[config.mk]
export PLATFORM = sky130hd
export DESIGN_NAME = pong_sound
export DESIGN_NICKNAME = d
export VERILOG_FILES = /design/src/rtl/pong_pkg.sv /design/src/rtl/tick_timer.sv /design/src/rtl/pong_sound.sv
export SDC_FILE = /design/constraint.sdc
export NUM_CORES = 1
export LEC_CHECK = 0
export CAP_MARGIN = 10
export CORE_UTILIZATION = 54
export CTS_CLUSTER_DIAMETER = 100
export DETAILED_ROUTE_END_ITERATION = 8
export PLACE_DENSITY = 0.88
export SLEW_MARGIN = 20
export SYNTH_ARGS = -nofsm -noshare
export SYNTH_HDL_FRONTEND = slang
export SYNTH_HIERARCHICAL = 1
export SYNTH_SLANG_ARGS = --single-unit
export TNS_END_PERCENT = 10
[constraint.sdc]
create_clock -name clk -period 2.25 [get_ports clk]
set_input_delay 0.225 -clock clk [delete_from_list [all_inputs] [get_ports clk]]
set_output_delay 0.225 -clock clk [all_outputs]
set_load 0.01 [all_outputs]
[src/rtl/pong_pkg.sv]
// Shared Pong sound definitions: burst states, event priorities and default burst lengths.
// Game logic may reference the *_DEF constants to stay in step with the sequencer.
package pong_pkg;

  typedef enum logic [1:0] {
    IDLE  = 2'd0,
    PAD   = 2'd1,
    WALL  = 2'd2,
    SCORE = 2'd3
  } snd_state_t;

  localparam logic [1:0] PRIO_IDLE  = 2'd0;
  localparam logic [1:0] PRIO_WALL  = 2'd1;
  localparam logic [1:0] PRIO_PAD   = 2'd2;
  localparam logic [1:0] PRIO_SCORE = 2'd3;

  localparam int unsigned PAD_TICKS_DEF   = 8;
  localparam int unsigned WALL_TICKS_DEF  = 4;
  localparam int unsigned SCORE_TICKS_DEF = 48;
  localparam int unsigned SCORE_STEP_DEF  = 8;

  function automatic logic [1:0] snd_prio(input snd_state_t s);
    case (s)
      PAD:     snd_prio = PRIO_PAD;
      WALL:    snd_prio = PRIO_WALL;
      SCORE:   snd_prio = PRIO_SCORE;
      default: snd_prio = PRIO_IDLE;
    endcase
  endfunction

endpackage

[src/rtl/tick_timer.sv]
// Loadable down-counter; expire_o is combinational, high when a tick arrives with count == 1.
// Load has priority over the tick; no backpressure, a tick is always consumed.
module tick_timer #(
  parameter int W = 6
) (
  input  logic         clk,
  input  logic         rst_n,
  input  logic         load_i,
  input  logic [W-1:0] load_val_i,
  input  logic         tick_i,
  output logic         expire_o
);

  localparam logic [W-1:0] ONE = W'(1);

  logic [W-1:0] cnt_q;
  logic [W-1:0] cnt_d;

  always_comb begin
    cnt_d = cnt_q;
    if (load_i) begin
      cnt_d = load_val_i;
    end else if (tick_i && (cnt_q != '0)) begin
      cnt_d = cnt_q - ONE;
    end
  end

  always_ff @(posedge clk or negedge rst_n) begin
    if (!rst_n) begin
      cnt_q <= '0;
    end else begin
      cnt_q <= cnt_d;
    end
  end

  assign expire_o = tick_i && (cnt_q == ONE);

endmodule

[src/rtl/pong_sound.sv]
// Prioritised game-event tone sequencer; buzzer/busy are registered, 1 clk after event or tone.
// No backpressure: lower-priority events during a burst are dropped, never queued.
module pong_sound
  import pong_pkg::*;
#(
  parameter int unsigned PAD_TICKS   = PAD_TICKS_DEF,
  parameter int unsigned WALL_TICKS  = WALL_TICKS_DEF,
  parameter int unsigned SCORE_TICKS = SCORE_TICKS_DEF,
  parameter int unsigned SCORE_STEP  = SCORE_STEP_DEF
) (
  input  logic clk,
  input  logic rst_n,
  input  logic game_en,
  input  logic pad_buzz_en,
  input  logic wall_buzz_en,
  input  logic pad_hit,
  input  logic wall_hit,
  input  logic score_evt,
  input  logic mute,
  output logic buzzer,
  output logic busy
);

  snd_state_t state_q, state_d, ev_state;
  logic       alt_q, alt_d;
  logic       accept, score_acc;
  logic [5:0] dur_val;
  logic       dur_tick, dur_exp;
  logic       step_tick, step_load, step_exp;
  logic       tone;
  logic [1:0] cur_prio;

  assign cur_prio = snd_prio(state_q);

  // Highest-priority pulse wins; it must also be at least as important as the running burst.
  always_comb begin
    accept    = 1'b0;
    score_acc = 1'b0;
    ev_state  = IDLE;
    dur_val   = '0;
    if (score_evt) begin
      accept    = 1'b1;
      score_acc = 1'b1;
      ev_state  = SCORE;
      dur_val   = 6'(SCORE_TICKS);
    end else if (pad_hit && (cur_prio <= PRIO_PAD)) begin
      accept   = 1'b1;
      ev_state = PAD;
      dur_val  = 6'(PAD_TICKS);
    end else if (wall_hit && (cur_prio <= PRIO_WALL)) begin
      accept   = 1'b1;
      ev_state = WALL;
      dur_val  = 6'(WALL_TICKS);
    end
  end

  assign dur_tick  = game_en && (state_q != IDLE);
  assign step_tick = game_en && (state_q == SCORE);
  assign step_load = score_acc || step_exp;

  tick_timer #(.W(6)) u_dur (
    .clk       (clk),
    .rst_n     (rst_n),
    .load_i    (accept),
    .load_val_i(dur_val),
    .tick_i    (dur_tick),
    .expire_o  (dur_exp)
  );

  tick_timer #(.W(4)) u_step (
    .clk       (clk),
    .rst_n     (rst_n),
    .load_i    (step_load),
    .load_val_i(4'(SCORE_STEP)),
    .tick_i    (step_tick),
    .expire_o  (step_exp)
  );

  // Tone is chosen from the next state so buzzer and busy change on the same edge.
  always_comb begin
    state_d = state_q;
    alt_d   = alt_q;
    if (accept) begin
      state_d = ev_state;
    end else if (dur_exp) begin
      state_d = IDLE;
    end
    if (score_acc) begin
      alt_d = 1'b0;
    end else if (step_exp) begin
      alt_d = ~alt_q;
    end
    case (state_d)
      PAD:     tone = pad_buzz_en;
      WALL:    tone = wall_buzz_en;
      SCORE:   tone = alt_d ? wall_buzz_en : pad_buzz_en;
      default: tone = 1'b0;
    endcase
  end

  always_ff @(posedge clk or negedge rst_n) begin
    if (!rst_n) begin
      state_q <= IDLE;
      alt_q   <= 1'b0;
      buzzer  <= 1'b0;
      busy    <= 1'b0;
    end else begin
      state_q <= state_d;
      alt_q   <= alt_d;
      buzzer  <= tone && !mute;
      busy    <= (state_d != IDLE);
    end
  end

endmodule

==> impl_metrics.py, run 1 <==
metrics = {
    "global_routing": {
        "grt_pass1_wl_mm": 4.35,
        "overflow": 0,
        "grt_max_degree": 16,
        "antenna_found_initial": 0,
        "grt_pass1_vias": 956,
        "track_usage": 0.309,
    },
    "setup_path": {
        "r2r_cells": 8,
        "crit_type": "in -> reg",
        "crit_start": "game_en",
        "end_kind": "flip-flop",
        "reg2reg_to": "buzzer",
        "r2r-start": "state_q[1]",
        "start_kind": "primary input",
        "reg2reg_slack_ns": 0.09,
        "cp_max_fo": 3,
        "crit_arrival_ns": 2.35,
        "required_ns": 2.43,
    },
    "place": {
        "place_ws_ns": -0.147,
        "hpwlAfterDp_mm": 1.80,
        "place_congestion": 0.754,
        "place.port_buffers": 10,
    },
    "die": {
        "num_rows": 15,
        "pin_count": 11,
        "die_h_um": 44.9,
        "die-area_mm2": 0.00202,
        "core_area_mm2": 0.00173,
        "start_util": 0.576,
        "fp.dieW_um": 44.9,
    },
    "status": {
        "status": "finished, final reports clean",
    },
    "flow_run": {
        "cap_viol_max_count": 0,
    },
    "timing": {
        "slew_headroom": 0.525,
        "drv_slew": 0,
        "setup_viol": 0,
        "tightest_slew_ns": 0.707,
        "finalCritPeriodShare": 0.963,
        "fmax_mhz": 462,
        "hold_viol": 0,
        "clock_skew_ns": 0.000743,
        "fin_crit_ns": 2.17,
        "fin_ws_ns": 0.0833,
        "fin_hold_ws_ns": 0.343,
    },
    "cells_and_area": {
        "antennaDiodeCount": 0,
        "drive_above_1_share": 0.152,
        "syn2layout_area_growth_pct": 20.6,
        "nets": 147,
    },
    "detailed_routing": {
        "drt_iter0_markers": 40,
        "first_pass_iters": 6,
        "drc": 0,
        "wire_per_inst_um": 16.8,
        "num_vias": 966,
        "ant_nets": 0,
        "viasPerCell": 6.15,
        "wl_mm": 2.63,
    },
    "synth": {
        "synth_enable_flop_cells": 0,
        "ys.flop_type": "dfrtp_1",
        "synthCells": 111,
        "synth_top_area_cell": "dfrtp_1",
        "yosysSeqAreaShare": 0.377,
        "synthArstFlopShare": 1.00,
        "synth_top_area_share": 0.377,
        "yosysMostFrequentCell": "dfrtp_1",
        "yosysWarnings": 6,
        "synth_cell_types": 43,
        "ys_ff_latch": 15,
        "synth_commonest_cells": "dfrtp_1, inv_1, nor2_1",
        "synth_area_leaders": "dfrtp_1, ha_1, inv_1, nor2_1, nand2_1",
        "netlist_area_um2": 995,
        "synth.avg_cell_area_um2": 8.96,
    },
    "cts": {
        "cts.root.buffer_cell": "clkbuf_4",
        "clock-sinks": 15,
        "clk_latency_ns": 0.29,
        "hold_buffers": 0,
        "cts_resized": 0,
        "clk_pin_slew_ns": 0.09,
        "htree_levels": 1,
        "cts_tree": "built",
        "numCtsBuffers": 3,
        "clock_path_buffers": 2,
        "postCtsSetupBuffers": 0,
    },
    "power": {
        "p_leak_nw": 0.498,
        "p_per_area_mw_per_mm2": 572,
        "vdd_drop_max_uv": 479,
    },
    "hold_path": {
        "worstHoldPathType": "in -> async",
    },
}
stage by stage:
stage | cell area [um2] | util | power (W) | instances | setup TNS [ns]
after global placement | 1170 | 0.676 | 0.000499 | 153 | -0.0526
after detailed placement | 1170 | 0.676 | 0.000517 | 153 | -0.147
after global routing | 1200 | 0.695 | 0.000721 | 157 | -0.0565
final | 1200 | 0.695 | 0.000686 | 157 | 0
after floorplan | 1010 | - | 0.000446 | 115 | 0
after CTS | 1190 | 0.691 | 0.000677 | 157 | 0
logic make-up (layout without fill, tap and decap cells):
logic type | Yosys count | after routing | synth area share
flops | 15 | 15 | 0.377
compound gates | 28 | 28 | 0.215
buf+inv | 12 | 29 | 0.0453
simple gates | 48 | 48 | 0.283
xor+xnor | 1 | 1 | 0.00881
fa+ha+maj | 5 | 5 | 0.0629
other cells | 2 | 6 | 0.00755
how the worst max path moves through the flow:
stage | slack [ns] | to | depth (start not counted)
floorplan | 0.17 | buzzer | 8
global placement | -0.05 | buzzer | 9
detailed placement | -0.15 | buzzer | 9
CTS | 0.07 | buzzer | 8
global route | -0.06 | buzzer | 9
finish | 0.08 | buzzer | 9
registers in the layout, indices dropped and copies added, names as in the netlist:
signal        flops
u_dur/cnt_q       6
u_step/cnt_q      4
state_q           2
alt_q             1
busy              1
buzzer            1
power by group:
group	leakage [nW]	switching [W]	total, W	internal (W)
combinational	0.311	0.000102	0.000186	0.0000839
clock	0.0150	0.0000940	0.000163	0.0000691
sequential	0.172	0.0000394	0.000338	0.000298
layer usage:
metal,vias to the layer above,GRT usage,wire length [um]
met3,15,0.0680,190
met4,0,0.152,118
met2,66,0.539,1310
li1,438,-,-
met5,-,0,0
met1,447,0.355,1010
layout make-up:
class	instances	area, um2
well taps	25	31.3
repair buffers	14	130
inverters	11	41.3
multi-input cells	88	594
fillers	126	527
flip-flops and latches	15	377
clock buffers	4	26.3
layout by cell type (no fill, tap or decap), drive strengths merged:
| cell | synthesis | routed |
|---|---|---|
| o21a | 2 | 2 |
| conb | 2 | 6 |
| nand2 | 10 | 10 |
| or2 | 3 | 3 |
| and4b | 1 | 1 |
| o31ai | 2 | 2 |
| a221oi | 1 | 1 |
| nand4 | 1 | 1 |
| nand3 | 1 | 1 |
| or4 | 2 | 2 |
| nand2b | 3 | 3 |
| o211ai | 1 | 1 |
| a2111oi | 1 | 1 |
| a31oi | 3 | 3 |
| buf | 1 | 4 |
| nor4b | 1 | 1 |
| nor2 | 10 | 10 |
| and3 | 1 | 1 |
| nand3b | 2 | 2 |
| or3 | 1 | 1 |
| nor3 | 4 | 4 |
| a211o | 2 | 2 |
| a21oi | 6 | 6 |
| nor3b | 3 | 3 |
| clkdlybuf4s50 | 0 | 10 |
| xnor2 | 1 | 1 |
| inv | 11 | 11 |
| clkbuf | 0 | 4 |
| or4b | 2 | 2 |
| ha | 5 | 5 |
| a22oi | 1 | 1 |
| o21ai | 4 | 4 |
| nand4b | 1 | 1 |
| o32ai | 1 | 1 |
| nor2b | 2 | 2 |
| a2bb2oi | 2 | 2 |
| a31o | 1 | 1 |
| dfrtp | 15 | 15 |
| a221o | 1 | 1 |
critical path, stage by stage:
cell             delay, ns
clkdlybuf4s50_1       0.50
o21a_1                0.17
or4b_1                0.52
nor3b_2               0.25
inv_1                 0.08
a221oi_2              0.30
inv_1                 0.10
nand3b_1              0.12
o32ai_2               0.09
Power figures use the tool's default switching activity.
==> run 2: changes to the inputs <==
--- a/constraint.sdc
+++ b/constraint.sdc
@@ -3,2 +3,2 @@
 set_output_delay 0.225 -clock clk [all_outputs]
-set_load 0.01 [all_outputs]
+set_load 0.05 [all_outputs]
==> results of run 2 <==
The final DEF is identical to that of run 1. Status: finished, final reports clean.
Main changes from that run: total power 0.000686 W -> 0.000692 W; worst IR drop on VDD 479 uV -> 501 uV
==> run 3: changes to the inputs <==
CORE_UTILIZATION = 45   (was 54)
PLACE_DENSITY = 0.77   (was 0.88)
==> run 3 against run 2 <==
Clock power is essentially flat. Critical path depth is 3 lower. Final cell count grew 1.3%. Total power down 2.3%. Core utilization is 10 points lower. Worst hold slack better by 0.013 ns.
==> impl_metrics.py, run 3 (synthesis gave the netlist of run 1 again) <==
metrics = {
    "global_routing": {
        "track_usage": 0.202,
        "grt_pass1_wl_mm": 3.73,
        "antenna_found_initial": 0,
        "overflow": 0,
        "grt_max_degree": 16,
        "grt_pass1_vias": 883,
    },
    "detailed_routing": {
        "wire_per_inst_um": 13.6,
        "num_vias": 900,
        "maxUsedRoutingLayer": "met4",
        "drc": 0,
        "wl_met3_um": 115,
        "first_pass_iters": 4,
        "wl_met2_um": 959,
        "viasPerCell": 5.66,
        "drt_iter0_markers": 25,
        "wl_mm": 2.16,
        "drt-met1-wl_mm": 1.07,
        "ant_nets": 0,
    },
    "timing": {
        "tns_ns": 0,
        "setup_viol": 0,
        "clock_skew_ns": 0.000582,
        "finalCritPeriodShare": 0.914,
        "fin_ws_ns": 0.194,
        "tightest_slew_ns": 0.705,
        "fin_crit_ns": 2.06,
        "drv_slew": 0,
        "fmax_mhz": 486,
        "grt_setup_unrepaired": "false",
        "hold_viol": 0,
        "slew_headroom": 0.526,
    },
    "power": {
        "p_leak_nw": 0.498,
        "vdd_drop_max_uv": 387,
        "p_per_area_mw_per_mm2": 562,
        "power_w": 0.000676,
    },
    "cells_and_area": {
        "num-fill-cells": 177,
        "final_common_cell": "dfrtp_1",
        "largestRegisters": "u_dur/cnt_q: 6 flops, u_step/cnt_q: 4 flops, state_q: 2 flops",
        "largest_register_ffs": 6,
        "largest-register": "u_dur/cnt_q",
        "instances_no_fill": 159,
        "post-route-util": 0.595,
        "final_cell_mix": "dfrtp_1, nor2_1, inv_1, clkdlybuf4s50_1, nand2_1",
        "nets": 147,
        "antennaDiodeCount": 0,
        "drive_above_1_share": 0.152,
        "syn2layout_area_growth_pct": 20.9,
    },
    "cts": {
        "htree_levels": 1,
        "hold_buffers": 0,
        "clock_path_buffers": 2,
        "clk_pin_slew_ns": 0.09,
        "clk_latency_ns": 0.28,
        "cts_tree": "built",
        "clock-sinks": 15,
        "postCtsSetupBuffers": 0,
        "numCtsBuffers": 3,
        "cts.root.buffer_cell": "clkbuf_4",
    },
    "place": {
        "post-place-cells": 155,
        "place.port_buffers": 10,
        "hpwlAfterDp_mm": 1.61,
        "place_ws_ns": -0.169,
        "place_congestion": 0.854,
    },
    "setup_path": {
        "end_kind": "flip-flop",
        "crit_arrival_ns": 2.25,
        "required_ns": 2.45,
        "start_kind": "flip-flop",
        "crit_type": "reg -> reg",
        "cp_max_fo": 6,
    },
    "die": {
        "core_area_mm2": 0.00202,
        "start_util": 0.492,
        "num_rows": 16,
        "die_h_um": 49.0,
        "fp.dieW_um": 49.0,
        "die-area_mm2": 0.00240,
        "pin_count": 11,
    },
    "flow_run": {
        "cap_viol_max_count": 0,
    },
    "hold_path": {
        "worstHoldPathType": "in -> async",
    },
    "status": {
        "status": "finished, final reports clean",
    },
}
[run 3: cell counts in the layout (fill, tap and decap cells not counted)]
No cell type changed its count.
[run 3: where the power goes]
part	internal (W)	switching [W]	total, W
clock network	0.0000688	0.0000914	0.000160
logic	0.0000823	0.0000976	0.000180
registers	0.000298	0.0000371	0.000335
total	0.000449	0.000226	0.000676
[run 3: layout make-up]
cell class	instances	area [um2]	share of cell area
repair buffers	14	130	0.108
clock buffers	4	26.3	0.0219
inverters	11	41.3	0.0343
flip-flops and latches	15	377	0.313
well taps	27	33.8	0.0281
multi-input cells	88	594	0.494
[run 3: routing by layer]
metal	up-vias	GRT usage
met5	-	0
met4	0	0.0833
met3	2	0.0374
met2	29	0.308
met1	433	0.281
li1	436	-
[run 3: stage by stage]
stage                     hold slack [ns]  area, um2
final                               0.357       1200
after global routing                0.432       1200
after CTS                           0.389       1200
after detailed placement            0.548       1170
after global placement              0.546       1170
after floorplan                   -0.0706       1010
[run 3: path summary, 6_finish.rpt]
check                           slack [ns]      startpoint  cells past startpoint              end
worst max-delay path                  0.19  u_dur/cnt_q[2]                      6           buzzer
worst min-delay path                  0.36           rst_n                      1  u_step/cnt_q[2]
worst max register to register        0.19  u_dur/cnt_q[2]                      6           buzzer
worst min register to register        0.57           alt_q                      2            alt_q
max in group asynchronous             1.41           rst_n                      1       state_q[1]
min in group clk                      0.56     pad_buzz_en                      3           buzzer
[run 3: worst max-delay path, stage by stage, from the launching register on]
cell	delay [ns]
dfrtp_1	0.45
or4b_1	0.60
nor3b_2	0.21
inv_1	0.07
a221oi_2	0.33
o21ai_1	0.11
o32ai_2	0.20
[run 3: what timing repair did]
action | CTS | global route
hold endpoints to repair | 0 | 0
setup endpoints to repair | 0 | 1
gates resized for setup | 0 | 2
